**src/rtl/clk_ctrl_pkg.sv**
```systemverilog
// Shared definitions for the CPU clock controller.
//   - mode encodings driven on clk_ctrl.i_mode
//   - FSM state encoding
//   - default parameter values used by clk_ctrl and its bench
package clk_ctrl_pkg;

    localparam int DEF_DIV_WIDTH = 32;
    localparam int DEF_STEP_SYNC = 2;
    localparam int DEF_MIN_DIV   = 2;

    // Mode encodings; 2'b11 is reserved and behaves like HALT.
    localparam logic [1:0] MODE_RUN  = 2'b00;
    localparam logic [1:0] MODE_HALT = 2'b01;
    localparam logic [1:0] MODE_STEP = 2'b10;
    localparam logic [1:0] MODE_RSVD = 2'b11;

    typedef enum logic [1:0] {
        IDLE = 2'b00,
        LOW  = 2'b01,
        HIGH = 2'b10
    } state_e;

endpackage

```
**src/rtl/clk_ctrl_step_sync.sv**
```systemverilog
// Step-button synchroniser and rising-edge detector.
// Ports:
//   clk        board clock
//   rst        synchronous active-high reset, clears every flop
//   async_in   asynchronous step request
//   edge_pulse one-cycle pulse per synchronised rising edge
// edge_pulse is the AND of two flop outputs, so it is glitch-free and
// adds no extra cycle of latency to the step path.
module step_sync #(
    parameter int SYNC_DEPTH = 2
) (
    input  logic clk,
    input  logic rst,
    input  logic async_in,
    output logic edge_pulse
);

    logic [SYNC_DEPTH-1:0] sync_r;
    logic                  prev_r;

    // Synchroniser chain plus one delay flop for edge detection.
    always_ff @(posedge clk) begin
        if (rst) begin
            sync_r <= '0;
            prev_r <= 1'b0;
        end else begin
            sync_r <= {sync_r[SYNC_DEPTH-2:0], async_in};
            prev_r <= sync_r[SYNC_DEPTH-1];
        end
    end

    assign edge_pulse = sync_r[SYNC_DEPTH-1] & ~prev_r;

endmodule

```
**src/rtl/clk_ctrl.sv**
```systemverilog
// CPU clock controller: divides the board clock into o_clk with a
// one-cycle o_tick at the start of each high phase. RUN free-runs,
// HALT stops at the next period end, STEP runs one period per button edge.
// Ports:
//   i_clk      board clock
//   i_rst      synchronous active-high reset
//   i_divider  requested period in i_clk cycles (clamped up to MIN_DIV)
//   i_mode     00 RUN, 01 HALT, 10 STEP, 11 treated as HALT
//   i_step     asynchronous step request, rising edge = one period
//   o_clk      divided clock (registered)
//   o_tick     pulse in first cycle of each o_clk high phase (registered)
//   o_running  high while a period is in progress (registered)
module clk_ctrl
    import clk_ctrl_pkg::*;
#(
    parameter int DIV_WIDTH = DEF_DIV_WIDTH,
    parameter int STEP_SYNC = DEF_STEP_SYNC,
    parameter int MIN_DIV   = DEF_MIN_DIV
) (
    input  logic                 i_clk,
    input  logic                 i_rst,
    input  logic [DIV_WIDTH-1:0] i_divider,
    input  logic [1:0]           i_mode,
    input  logic                 i_step,
    output logic                 o_clk,
    output logic                 o_tick,
    output logic                 o_running
);

    localparam logic [DIV_WIDTH-1:0] MIN_DIV_W = DIV_WIDTH'(MIN_DIV);
    localparam logic [DIV_WIDTH-1:0] ZERO_W    = {DIV_WIDTH{1'b0}};
    localparam logic [DIV_WIDTH-1:0] ONE_W     = {{(DIV_WIDTH-1){1'b0}}, 1'b1};

    function automatic logic [DIV_WIDTH-1:0] clamp_period(input logic [DIV_WIDTH-1:0] p);
        return (p < MIN_DIV_W) ? MIN_DIV_W : p;
    endfunction

    function automatic logic [DIV_WIDTH-1:0] low_len(input logic [DIV_WIDTH-1:0] p);
        return clamp_period(p) >> 1;
    endfunction

    // Odd periods give the spare cycle to the high phase.
    function automatic logic [DIV_WIDTH-1:0] high_len(input logic [DIV_WIDTH-1:0] p);
        logic [DIV_WIDTH-1:0] pc;
        pc = clamp_period(p);
        return pc - (pc >> 1);
    endfunction

    state_e               state_r, state_s;
    logic [DIV_WIDTH-1:0] cnt_r, cnt_s;
    logic [DIV_WIDTH-1:0] period_r, period_s;
    logic                 clk_r, clk_s;
    logic                 tick_r, tick_s;
    logic                 running_r, running_s;
    logic                 pending_r, pending_s;
    logic                 consume_s;
    logic                 step_edge_s;

    step_sync #(
        .SYNC_DEPTH (STEP_SYNC)
    ) u_step_sync (
        .clk        (i_clk),
        .rst        (i_rst),
        .async_in   (i_step),
        .edge_pulse (step_edge_s)
    );

    // Next-state, counter, latched period and output decode.
    always_comb begin
        state_s   = state_r;
        cnt_s     = cnt_r;
        period_s  = period_r;
        clk_s     = 1'b0;
        tick_s    = 1'b0;
        consume_s = 1'b0;
        case (state_r)
            IDLE: begin
                if ((i_mode == MODE_RUN) || ((i_mode == MODE_STEP) && pending_r)) begin
                    state_s   = LOW;
                    period_s  = i_divider;
                    cnt_s     = low_len(i_divider) - ONE_W;
                    consume_s = 1'b1;
                end else begin
                    state_s = IDLE;
                end
            end
            LOW: begin
                if (cnt_r == ZERO_W) begin
                    state_s = HIGH;
                    cnt_s   = high_len(period_r) - ONE_W;
                    clk_s   = 1'b1;
                    tick_s  = 1'b1;
                end else begin
                    cnt_s = cnt_r - ONE_W;
                end
            end
            HIGH: begin
                if (cnt_r == ZERO_W) begin
                    if (i_mode == MODE_RUN) begin
                        state_s  = LOW;
                        period_s = i_divider;
                        cnt_s    = low_len(i_divider) - ONE_W;
                    end else begin
                        state_s = IDLE;
                    end
                end else begin
                    cnt_s = cnt_r - ONE_W;
                    clk_s = 1'b1;
                end
            end
            default: begin
                state_s = IDLE;
                cnt_s   = ZERO_W;
            end
        endcase

        // A fresh edge overrides consumption so it is not lost; leaving
        // STEP mode discards any held step.
        if (i_mode != MODE_STEP) begin
            pending_s = 1'b0;
        end else if (step_edge_s) begin
            pending_s = 1'b1;
        end else if (consume_s) begin
            pending_s = 1'b0;
        end else begin
            pending_s = pending_r;
        end

        running_s = (state_s != IDLE);
    end

    // State and registered outputs.
    always_ff @(posedge i_clk) begin
        if (i_rst) begin
            state_r   <= IDLE;
            cnt_r     <= ZERO_W;
            period_r  <= MIN_DIV_W;
            clk_r     <= 1'b0;
            tick_r    <= 1'b0;
            running_r <= 1'b0;
            pending_r <= 1'b0;
        end else begin
            state_r   <= state_s;
            cnt_r     <= cnt_s;
            period_r  <= period_s;
            clk_r     <= clk_s;
            tick_r    <= tick_s;
            running_r <= running_s;
            pending_r <= pending_s;
        end
    end

    assign o_clk     = clk_r;
    assign o_tick    = tick_r;
    assign o_running = running_r;

endmodule

```
**config.mk**
```make
export PLATFORM = sky130hd
export DESIGN_NAME = clk_ctrl
export DESIGN_NICKNAME = d
export VERILOG_FILES = /design/src/rtl/clk_ctrl_pkg.sv /design/src/rtl/clk_ctrl_step_sync.sv /design/src/rtl/clk_ctrl.sv
export SDC_FILE = /design/constraint.sdc
export NUM_CORES = 1
export LEC_CHECK = 0
export CORE_MARGIN = 4
export CORE_UTILIZATION = 40
export DETAILED_ROUTE_END_ITERATION = 8
export PLACE_DENSITY_LB_ADDON = 0.2
export SETUP_SLACK_MARGIN = 0.1
export SLEW_MARGIN = 10
export SYNTH_ARGS = -nofsm -noshare
export SYNTH_HDL_FRONTEND = slang
export SYNTH_HIERARCHICAL = 1
export SYNTH_SLANG_ARGS = --single-unit
```
**constraint.sdc**
```tcl
create_clock -name i_clk -period 5.3 [get_ports i_clk]
set_clock_uncertainty 0.15 [all_clocks]
set_input_delay 0.795 -clock i_clk [delete_from_list [all_inputs] [get_ports i_clk]]
set_output_delay 0.795 -clock i_clk [all_outputs]
set_load 0.05 [all_outputs]
```
==> reports/qor.csv <==
stage;metric;value;unit
outcome;status;completed;
yosys;synthCells;935;
finish;diodes;0;
global_route;grt_util_met3;3.74;%
placed_design;portBuffers;39;
timing;fin_crit;4910;ps
timing;slew_violations;0;
hold_path;holdPathStages;1;
placed_design;dp.cells;1130;
routing;drt_iter0_drc;688;
timing;fmax;204;MHz
floorplan;die_w;136;um
global_route;grtUsageMet1;33.8;%
global_route;grt.busiest_layer;met2;
setup_path;critPathMaxFanout;9;
yosys;seq_area_frac_synth;22.2;%
setup_path;cp.required;5390;ps
yosys;ys_types;76;
floorplan;start_util;41.1;%
finish;final_cells;1146;
routing;drt_wl_total;21.4;mm
yosys;synth_top_area_cell;dfxtp_1;
clock_network;htree_levels;3;
clock_network;clockRootBuffer;clkbuf_16;
setup_path;cp.arrival;4990;ps
clock_network;tritoncts;done;
routing;vias;6744;
floorplan;core_area;16000;sq um
yosys;synth_area_leaders;dfxtp_1, a21oi_1, nand2_1, xnor2_1, ha_1;
placed_design;post-place-ws;286;ps
clock_network;clock_latency;350;ps
yosys;yosys_register_bits;73;
finish;syn_to_final_growth;12.7;%
setup_path;critPathKind;reg -> reg;
clock_network;cts_buffer_depth;2;
floorplan;die_h;136;um
global_route;grt_max_degree;55;
pwr;p_total;2.27;mW
finish;layout-drive-gt1-share;6.77;%
hold_path;hold_path.class;reg -> reg;
finish;final_common_cell;nand2_1;
timing;setup_ws;393;ps
timing;whs;288;ps
global_route;track_usage;23.3;%
yosys;syn_nets;1002;
placed_design;hpwl;16.1;mm
yosys;async_reset_ff_share;0;%
timing;hold_viol_final;0;
global_route;grt_pass1_wl;33.6;mm
yosys;synth_warnings;6;
timing;slew_headroom;23.1;%
yosys;syn-cell-area;6570;sq um
timing;rsz0062_at_grt;false;
timing;fin_crit_sh;92.6;%
yosys;synth-edff-count;0;
setup_path;crit_path_end_kind;flop;
timing;tns;0;ps
finish;fin_util;46.3;%
setup_path;reg2reg_depth;15;
pwr;ir_worst_vdd;0.152;mV
yosys;syn_area_per_cell;7.03;sq um
run;maxCapViolCount;0;
setup_path;crit_slowest_cell;or4_4;
placed_design;placement.cell_area;7050;sq um
global_route;antenna_found_initial;0;
timing;tightest_slew;1140;ps
finish;layout_common_cells;nand2_1, a21oi_1, dfxtp_1;
pwr;power_density;306;nW/um^2
yosys;synth_top_area_share;22.2;%
setup_path;crit_path_start_kind;flop;
yosys;synth-main-ff-cell;dfxtp_1;
global_route;global_route.usage.met2;34.0;%
pwr;leakage;2.80;nW
placed_design;routabilityCongestion;0.915;
routing;dr.pass1.iters;6;
finish;final_area;7400;sq um
global_route;globalRouteOverflowTotal;0;
timing;setup_violations;0;
global_route;grt_pass1_vias;6022;
clock_network;cts_buffers;9;
routing;post_drt_via_cell_ratio;5.88;
floorplan;die_area;18500;sq um
setup_path;cp_cell_sequence;or3_4 -> or2_1 -> or4_4 -> and2_2 -> ha_1 -> and4_2 -> a2111oi_1 -> nor3b_1 -> o41ai_1 -> a311oi_1 -> nor3_1 -> o21ai_0 -> a221oi_1 -> xnor2_1 -> a221o_1;
routing;drc;0;
routing;post_drt_wl_per_cell;18.6;um
clock_network;clk_pin_slew_worst_paths;70;ps
finish;final_nets;992;
floorplan;std_cell_rows;46;
clock_network;hold_buffers;0;
routing;ant_nets;0;
setup_path;crit_path_max_incr_delay;590;ps
floorplan;num_io_pins;40;
clock_network;clock-sinks;73;
==> where the power goes <==
| part | leakage, nW | switching, mW | internal [mW] |
|---|---|---|---|
| clock | 0.162 | 0.275 | 0.460 |
| sequential | 0.597 | 0.0613 | 0.592 |
| combinational | 2.04 | 0.519 | 0.359 |
==> path summary, 6_finish.rpt <==
kind | from | endpoint | slack [ps]
worst min register to register | u_step_sync/sync_r[0] | u_step_sync/sync_r[1] | 290
worst max-delay path | period_r[2] | cnt_r[31] | 390
worst min-delay path | u_step_sync/sync_r[0] | u_step_sync/sync_r[1] | 290
worst max register to register | period_r[2] | cnt_r[31] | 390
==> synth_stat cells (all sizes together), types with 8 or more instances <==
library cell	instances
a21oi	103
nor2	67
o31ai	9
a21o	21
nor2b	9
or2	8
inv	37
xor2	26
clkbuf	73
or3	14
nand2	132
or4	12
ha	30
dfxtp	73
nor3	44
o21ai	45
a221oi	8
nor4	19
xnor2	55
and3	8
nand3	15
==> flip-flops by register name, indices dropped and copies added (netlist names) <==
register / flops
cnt_r: 32
period_r: 32
state_r: 2
u_step_sync/sync_r: 2
o_clk: 1
o_running: 1
o_tick: 1
pending_r: 1
u_step_sync/prev_r: 1
==> cell families after synthesis <==
group / Yosys count / synth area share [%]
DFF: 73 / 22.2
xor gates and xnor gates: 81 / 10.8
buffers and inverters: 117 / 7.10
adders and majority gates: 30 / 5.71
AOI/OAI and AO/OA: 262 / 25.6
muxes: 4 / 0.647
and+or+nand+nor: 368 / 27.9
==> critical path: cells and delay by family (launching register included) <==
kind	cells	cell delay (ps)
adder cells (fa/ha/maj)	1	180
flip-flops	1	400
AO/OA/AOI/OAI	6	1690
XOR/XNOR	1	100
AND/OR/NAND/NOR	7	2270
==> area by class of cell <==
| class | count | area [sq um] |
|---|---|---|
| Inverter | 38 | 143 |
| Clock inverter | 7 | 119 |
| Multi-Input combinational cell | 745 | 4660 |
| Tap cell | 216 | 270 |
| Clock buffer | 9 | 225 |
| Timing Repair Buffer | 58 | 528 |
| Sequential cell | 73 | 1460 |
| Fill cell | 1706 | 8600 |
==> per-layer routing <==
metal | wire [um] | share of wire, %
met3 | 1500 | 7.0
met5 | 0 | 0
met1 | 10200 | 48
met4 | 682 | 3.2
met2 | 8950 | 42
==> repair_timing <==
item                       4_1_cts  5_1_grt
resized for setup                0        2
setup endpoints to repair        0        1
buffers inserted                 0        0
(Power assumes the default switching activity.)
